[src/rtl/regfile_wr_arb_pkg.sv]
// Shared definitions for the register-file write arbiter: default bus widths,
// the zero word, and the source identifiers.
package regfile_wr_arb_pkg;

  localparam int RF_ADDR_W = 5;
  localparam int RF_DATA_W = 32;
  localparam logic [RF_DATA_W-1:0] RF_ZERO_WORD = '0;

  typedef enum logic {
    SRC0 = 1'b0,
    SRC1 = 1'b1
  } src_e;

endpackage

[src/rtl/rf_wr_slot.sv]
// One-entry holding register for a writeback source. It holds a valid bit,
// the target address and data, and an age bit that is set while this entry is the older one.
module rf_wr_slot
  import regfile_wr_arb_pkg::*;
#(
  parameter int ADDR_W = RF_ADDR_W,
  parameter int DATA_W = RF_DATA_W
) (
  input  logic              clk,
  input  logic              rst,
  input  logic              load,
  input  logic              drain,
  input  logic              age_d,
  input  logic [ADDR_W-1:0] load_addr,
  input  logic [DATA_W-1:0] load_data,
  output logic              valid,
  output logic              age,
  output logic [ADDR_W-1:0] addr,
  output logic [DATA_W-1:0] data
);

  // NOTE: state registers use non-blocking assignments so every flop samples
  // pre-edge values, independent of the order of statements or processes.
  always_ff @(posedge clk or negedge rst) begin
    if (!rst) begin
      valid <= 1'b0;
      age   <= 1'b0;
      addr  <= '0;
      data  <= '0;
    end else begin
      valid <= load | (valid & ~drain);
      age   <= age_d;
      if (load) begin
        addr <= load_addr;
        data <= load_data;
      end
    end
  end

endmodule

[src/rtl/regfile_wr_arb.sv]
// Two-source write arbiter in front of the register-file write port. The
// optional REGFILE_ARB_RR_EN macro selects round-robin over fixed s0 priority.
module regfile_wr_arb
  import regfile_wr_arb_pkg::*;
#(
  parameter int ADDR_W = RF_ADDR_W,
  parameter int DATA_W = RF_DATA_W
) (
  input  logic              clk,
  input  logic              rst,
  input  logic              s0_valid,
  output logic              s0_ready,
  input  logic [ADDR_W-1:0] s0_addr,
  input  logic [DATA_W-1:0] s0_data,
  input  logic              s1_valid,
  output logic              s1_ready,
  input  logic [ADDR_W-1:0] s1_addr,
  input  logic [DATA_W-1:0] s1_data,
  output logic              we,
  output logic [ADDR_W-1:0] waddr,
  output logic [DATA_W-1:0] wdata,
  input  logic [ADDR_W-1:0] q0_addr,
  input  logic [ADDR_W-1:0] q1_addr,
  output logic              q0_hit,
  output logic              q1_hit
);

  localparam logic [ADDR_W-1:0] ZERO_ADDR = ADDR_W'(RF_ZERO_WORD);

  logic              running;
  logic              prefer0;
  logic [1:0]        slot_v, slot_age, grant, load, v_nx, age_nx;
  logic [ADDR_W-1:0] slot_addr [2];
  logic [DATA_W-1:0] slot_data [2];

  // Ready stays low until the first edge after reset release.
  assign s0_ready = running & (~slot_v[0] | grant[0]);
  assign s1_ready = running & (~slot_v[1] | grant[1]);

  // Address-0 transfers are handshaken but never stored.
  assign load[0] = s0_valid & s0_ready & (s0_addr != ZERO_ADDR);
  assign load[1] = s1_valid & s1_ready & (s1_addr != ZERO_ADDR);

  always_comb begin
    grant = 2'b00;
    if (slot_v[0] && slot_v[1]) begin
      if (slot_addr[0] == slot_addr[1]) grant = slot_age[1] ? 2'b10 : 2'b01;
      else                              grant = prefer0     ? 2'b01 : 2'b10;
    end else begin
      grant = slot_v;
    end
  end

  // A surviving entry is older than a fresh one; on a same-edge load slot 1 wins.
  assign v_nx      = load | (slot_v & ~grant);
  assign age_nx[0] = v_nx[0] & (~v_nx[1] | (~load[0] & (load[1] | slot_age[0])));
  assign age_nx[1] = v_nx[1] & (~v_nx[0] | load[0] | (~load[1] & slot_age[1]));

  rf_wr_slot #(.ADDR_W(ADDR_W), .DATA_W(DATA_W)) u_slot0 (
    .clk      (clk),
    .rst      (rst),
    .load     (load[0]),
    .drain    (grant[0]),
    .age_d    (age_nx[0]),
    .load_addr(s0_addr),
    .load_data(s0_data),
    .valid    (slot_v[0]),
    .age      (slot_age[0]),
    .addr     (slot_addr[0]),
    .data     (slot_data[0])
  );

  rf_wr_slot #(.ADDR_W(ADDR_W), .DATA_W(DATA_W)) u_slot1 (
    .clk      (clk),
    .rst      (rst),
    .load     (load[1]),
    .drain    (grant[1]),
    .age_d    (age_nx[1]),
    .load_addr(s1_addr),
    .load_data(s1_data),
    .valid    (slot_v[1]),
    .age      (slot_age[1]),
    .addr     (slot_addr[1]),
    .data     (slot_data[1])
  );

`ifdef REGFILE_ARB_RR_EN
  src_e rr_ptr;

  always_ff @(posedge clk or negedge rst) begin
    if (!rst)        rr_ptr <= SRC0;
    else if (|grant) rr_ptr <= grant[0] ? SRC1 : SRC0;
  end

  assign prefer0 = (rr_ptr == SRC0);
`else
  assign prefer0 = 1'b1;
`endif

  always_ff @(posedge clk or negedge rst) begin
    if (!rst) begin
      running <= 1'b0;
      we      <= 1'b0;
      waddr   <= ZERO_ADDR;
      wdata   <= DATA_W'(RF_ZERO_WORD);
    end else begin
      running <= 1'b1;
      we      <= |grant;
      if (grant[1]) begin
        waddr <= slot_addr[1];
        wdata <= slot_data[1];
      end else if (grant[0]) begin
        waddr <= slot_addr[0];
        wdata <= slot_data[0];
      end
    end
  end

  assign q0_hit = (q0_addr != ZERO_ADDR) &&
                  ((slot_v[0] && slot_addr[0] == q0_addr) ||
                   (slot_v[1] && slot_addr[1] == q0_addr) ||
                   (we && waddr == q0_addr));
  assign q1_hit = (q1_addr != ZERO_ADDR) &&
                  ((slot_v[0] && slot_addr[0] == q1_addr) ||
                   (slot_v[1] && slot_addr[1] == q1_addr) ||
                   (we && waddr == q1_addr));

endmodule

[config.mk]
export PLATFORM = sky130hd
export DESIGN_NAME = regfile_wr_arb
export DESIGN_NICKNAME = d
export VERILOG_FILES = /design/src/rtl/regfile_wr_arb_pkg.sv /design/src/rtl/rf_wr_slot.sv /design/src/rtl/regfile_wr_arb.sv
export SDC_FILE = /design/constraint.sdc
export NUM_CORES = 1
export LEC_CHECK = 0
export CORE_MARGIN = 2
export CORE_UTILIZATION = 50
export DETAILED_ROUTE_END_ITERATION = 10
export GPL_TIMING_DRIVEN = 0
export PLACE_DENSITY = 0.84
export SLEW_MARGIN = 30
export SYNTH_ARGS = -nofsm -noshare
export SYNTH_HDL_FRONTEND = slang
export SYNTH_SLANG_ARGS = --single-unit
[constraint.sdc]
create_clock -name clk -period 3.7 [get_ports clk]
set_input_delay 0.74 -clock clk [delete_from_list [all_inputs] [get_ports clk]]
set_output_delay 0.74 -clock clk [all_outputs]
set_load 0.02 [all_outputs]
## After elaboration in Yosys (flattened, before gate mapping)

Cells that the tools add are included.

- Bits of input ports: 88
- Register bits: 116
- Output and inout bits: 42
- Logic and storage cells: 69

- Bitwise operators: 25
- Reduce and logical (&&, ||, !) cells: 19
- Muxes and demuxes: 7
- Equal/unequal tests: 7

Operator list:

| cell | number |
|---|---|
| $mux W32 | 2 |
| $eq A5 B5 Y1 | 7 |
| $reduce_bool A5 Y1 | 4 |
| $and A1 B1 Y1 | 10 |
| $mux W5 | 2 |
| $logic_and A1 B1 Y1 | 9 |
| $mux W2 | 3 |
| $not A1 Y1 | 6 |
| $or A1 B1 Y1 | 6 |
| $logic_or A1 B1 Y1 | 4 |
| $and A2 B2 Y2 | 1 |
| $not A2 Y2 | 1 |
| $or A2 B2 Y2 | 1 |
| $reduce_bool A2 Y1 | 1 |
| $reduce_or A2 Y1 | 1 |

## Depth between registers and ports, before layout

- Depth in word-level cells: 12
- Mapped depth: 8
- Depth with buffers taken out: 5

## Hierarchy

Synthesis repeated with hierarchy kept, for this count alone.

- Cells, all modules: 416
- Area total of the unflattened synthesis: 5720.5 um^2

Modules (own cells, without submodules):

| module | cells each | times used | area an instance (um^2) | sequential area each (um^2) |
|---|---|---|---|---|
| rf_wr_slot | 82 | 2 | 1514.0 | 975.9 |
| regfile_wr_arb | 252 | 1 | 2692.6 | 975.9 |

## Worst setup path after synthesis

OpenSTA, ideal clock, no wires.

- Path type: input -> output
- Start: input q0_addr[1]
- End: output q0_hit
- Required time: 2.960 ns
- Path slack: 1.250 ns
- Arrival time: 1.710 ns
- Path buffers: 0
- Stages: 5
- Cell sequence: xor2_1 nor4_1 and3_1 a31oi_1 a21oi_1

- Word-level cells in the longest chain between the ends: 5
- Elaborated cells on any way between the ends: 10
- Classes of those cells: eq/ne: 3; reduce/logical: 7

Ends and longest elaborated chain:

| element | RTL line | source |
|---|---|---|
| from (decl) | regfile_wr_arb.sv:22 | `input logic [ADDR_W-1:0] q0_addr,` |
| $eq A5 B5 Y1 (on tied branches) | regfile_wr_arb.sv:120, regfile_wr_arb.sv:121 |  |
| $logic_and A1 B1 Y1 (on tied branches) | regfile_wr_arb.sv:120, regfile_wr_arb.sv:121 |  |
| $logic_or A1 B1 Y1 | regfile_wr_arb.sv:120 | `((slot_v[0] && slot_addr[0] == q0_addr) \|\|` |
| $logic_or A1 B1 Y1 | regfile_wr_arb.sv:121 | `(slot_v[1] && slot_addr[1] == q0_addr) \|\|` |
| $logic_and A1 B1 Y1 * | regfile_wr_arb.sv:119 | `assign q0_hit = (q0_addr != ZERO_ADDR) &&` |
| to (decl) | regfile_wr_arb.sv:24 | `output logic q0_hit,` |

Every way passes the cells marked *; elsewhere a longest branch is shown, timed or not.

## Worst setup path after layout

- Start: input q1_addr[1]
- End: output q1_hit

- Word-level cells in the longest chain between the ends: 5
- Elaborated cells on any way between the ends: 10
- Classes of those cells: eq/ne: 3; reduce/logical: 7

Ends and longest elaborated chain:

| element | RTL line | source |
|---|---|---|
| from (decl) | regfile_wr_arb.sv:23 | `input logic [ADDR_W-1:0] q1_addr,` |
| $eq A5 B5 Y1 (on tied branches) | regfile_wr_arb.sv:124, regfile_wr_arb.sv:125 |  |
| $logic_and A1 B1 Y1 (on tied branches) | regfile_wr_arb.sv:124, regfile_wr_arb.sv:125 |  |
| $logic_or A1 B1 Y1 | regfile_wr_arb.sv:124 | `((slot_v[0] && slot_addr[0] == q1_addr) \|\|` |
| $logic_or A1 B1 Y1 | regfile_wr_arb.sv:125 | `(slot_v[1] && slot_addr[1] == q1_addr) \|\|` |
| $logic_and A1 B1 Y1 * | regfile_wr_arb.sv:123 | `assign q1_hit = (q1_addr != ZERO_ADDR) &&` |
| to (decl) | regfile_wr_arb.sv:25 | `output logic q1_hit` |

Marks and branches as above.

==> flow_summary.ini <==
[layout]
syn_to_final_growth_pct = 38.1
nNetsFinal = 647
n_antenna_cell = 0
n_fill_cell = 772
post-route-util_pct = 70.4
drive_gt1_share_pct = 26.6

[cts]
holdBufCountCts = 0
cts_tree = yes
cts_made_buffers = 17
clk_path_buf_depth = 2
post_cts_resized = 0
cts_sinks = 116
cts_setup_buffers = 0
clk_latency_ps = 510
htreeDepth = 4
path_clk_slew_ps = 50
cts_root_buffer = clkbuf_8

[grt]
grt_pass1_vias = 4187
track_usage_pct = 24.0
grt_max_degree = 85
grt_pass1_wl_mm = 21.5
antenna_found_initial = 0
grt-ovfl-total = 0

[timing]
finalHoldViolations = 0
slew_viol_final = 0
slew_headroom_pct = 46.2
finalClockSkew_ps = 8.92
worstMarginPinSlew_ps = 807
period_share_pct = 94.2
setup_ws_ps = 213
setup_viol = 0
period_minus_slack_ps = 3490
rsz0062_at_grt = no
fmax_ghz = 0.287

[synth]
avgSynthCellArea_um2 = 13.4
synth_edf_count = 0
synth_cell_types = 39
synth.net_count = 498
synth-seq-cells = 116
synth_top_flop_cell = dfrtp_1
ys_warn_count = 0
ys_seq_area_share_pct = 52.8
syn_inst = 410
synthArstFlopShare_pct = 100
synth_area_mm2 = 0.00550

[power]
peakVddDrop_mv = 0.333
powerDensity_mw_per_mm2 = 584
power_mw = 4.44
leakage_nw = 3.24

[min_path]
hp-class = input port to asynchronous set/reset pin

[worst_setup_path]
path_buf_inv = 2
critPathLaunchType = input port
end_kind = primary output
cp_max_fo = 4
crit_required_ps = 2960
critPathKind = input port to primary output
crit_top_cell = clkdlybuf4s50_1
crit_chain = clkdlybuf4s50_1, xor2_1, nor4_1, and3_1, a31oi_1, a21oi_1, clkdlybuf4s50_1
slowest_stage = clkdlybuf4s50_1
crit_family = buffers and inverters
crit_arrival_ps = 2750
critical_path.max_stage_delay_ps = 610

[drt]
first_pass_iters = 5
wl_per_cell_um = 19.0
post-route-drc-count = 0
routed_wl_mm = 13.5
viasPerCell = 5.55
via_count = 3944
drt-initial-drc-count = 227
ant_nets = 0

[die]
die_area_mm2 = 0.0119
rows = 38
coreArea_mm2 = 0.0108
initial_core_util_pct = 51.0
ioPinCount = 130
die_h_um = 109
fp.dieW_um = 109

[flow_run]
maxCapViolCount = 0

[placed_design]
globalplace.congestion = 0.816
post-place-ws_ps = 237
dp_hpwl_mm = 9.02
portBuffers = 129

[run_status]
outcome = complete, no violations
==> power breakdown <==
group	internal [mW]	total (mW)	switching [mW]
Sequential	1.51	1.68	0.171
Clock	1.10	1.65	0.552
Combinational	0.624	1.11	0.483
==> layer usage <==
metal / wire length, um / track usage, % / part of all wire [%]
met2: 6680 / 39.8 / 50
met4: 104 / 8.06 / 0.77
met3: 831 / 6.28 / 6.2
met5: 0 / 0 / 0
met1: 5870 / 30.8 / 44
==> worst paths after layout <==
kind                                                end  slack, ps                          from  depth (start not counted)
max                                              q1_hit        210                    q1_addr[1]                          7
min                         u_slot1.addr[2]$_DFFE_PN0P_         90                           rst                          1
max reg2reg                u_slot1.data[25]$_DFFE_PN0P_       1330   u_slot0.addr[0]$_DFFE_PN0P_                          8
min reg2reg                u_slot1.data[21]$_DFFE_PN0P_        510  u_slot1.data[21]$_DFFE_PN0P_                          1
max in group asynchronous  u_slot0.data[15]$_DFFE_PN0P_       2940                           rst                          2
min in group clk           u_slot1.data[21]$_DFFE_PN0P_        510  u_slot1.data[21]$_DFFE_PN0P_                          1
==> kinds of logic after synthesis <==
| family | Yosys count | synth area share [%] |
|---|---|---|
| other | 1 | 0.0682 |
| buffers and inverters | 34 | 3.62 |
| muxes | 102 | 22.2 |
| xor gates and xnor gates | 35 | 5.57 |
| AOI/OAI and AO/OA | 57 | 10.3 |
| and+or+nand+nor | 65 | 5.48 |
| DFF | 116 | 52.8 |
==> per-stage QoR <==
step | setup TNS [ps] | cells | hold WS [ps] | instance area (um^2)
finish | 0 | 711 | 87.5 | 7590
global route | 0 | 711 | 85.4 | 7590
CTS | 0 | 711 | 75.3 | 7590
detailed placement | 0 | 680 | 496 | 7000
global placement | -285670 | 679 | 493 | 6970
floorplan | 0 | 410 | 444 | 5500
==> sequential cells by signal, indices dropped and copies added (netlist names) <==
signal,cells
running,1
we,1
u_slot1.data,32
u_slot0.addr,5
u_slot1.age,1
u_slot1.addr,5
waddr,5
u_slot0.valid,1
u_slot1.valid,1
wdata,32
u_slot0.data,32
==> cell usage in the layout (no fill, tap or decap), types with 2 or more instances in the layout <==
cell type	n
clkdlybuf4s50_1	128
dfrtp_1	116
nand2_1	41
o221a_2	37
mux2_2	34
mux2i_1	34
mux2_4	30
xor2_1	24
clkbuf_16	16
clkbuf_1	14
xnor2_1	11
buf_2	6
nor4_1	6
clkinv_2	6
a22o_1	5
or4_1	4
mux2_1	4
bufinv_16	4
clkbuf_2	3
o21ai_0	3
inv_1	3
a21oi_1	3
buf_12	3
buf_4	3
buf_1	3
or3_1	3
o22ai_1	2
nand3_1	2
and3_1	2
a31oi_1	2
nor2_1	2
clkbuf_8	2
==> synth_stat cells, types with 4 or more instances <==
master / n / area share (%)
dfrtp_1: 116 / 53
nand2_1: 41 / 2.8
o221a_2: 37 / 7.6
mux2_2: 34 / 7.0
mux2i_1: 34 / 6.2
mux2_4: 30 / 8.2
xor2_1: 24 / 3.8
clkbuf_1: 12 / 0.82
xnor2_1: 11 / 1.8
buf_2: 6 / 0.55
nor4_1: 6 / 0.68
a22o_1: 5 / 0.80
mux2_1: 4 / 0.82
or4_1: 4 / 0.55
==> cell type report <==
type	count	area [um^2]	share of cell area (%)
tap	140	175	2.31
sequential	116	2900	38.2
buffer	30	184	2.42
clock inverter	11	159	2.09
inverter	4	15.0	0.198
clock buffer	20	435	5.73
multi-input combinational	260	2400	31.6
timing repair buffer	130	1320	17.4
No activity file was read; power rests on OpenSTA's default activity.
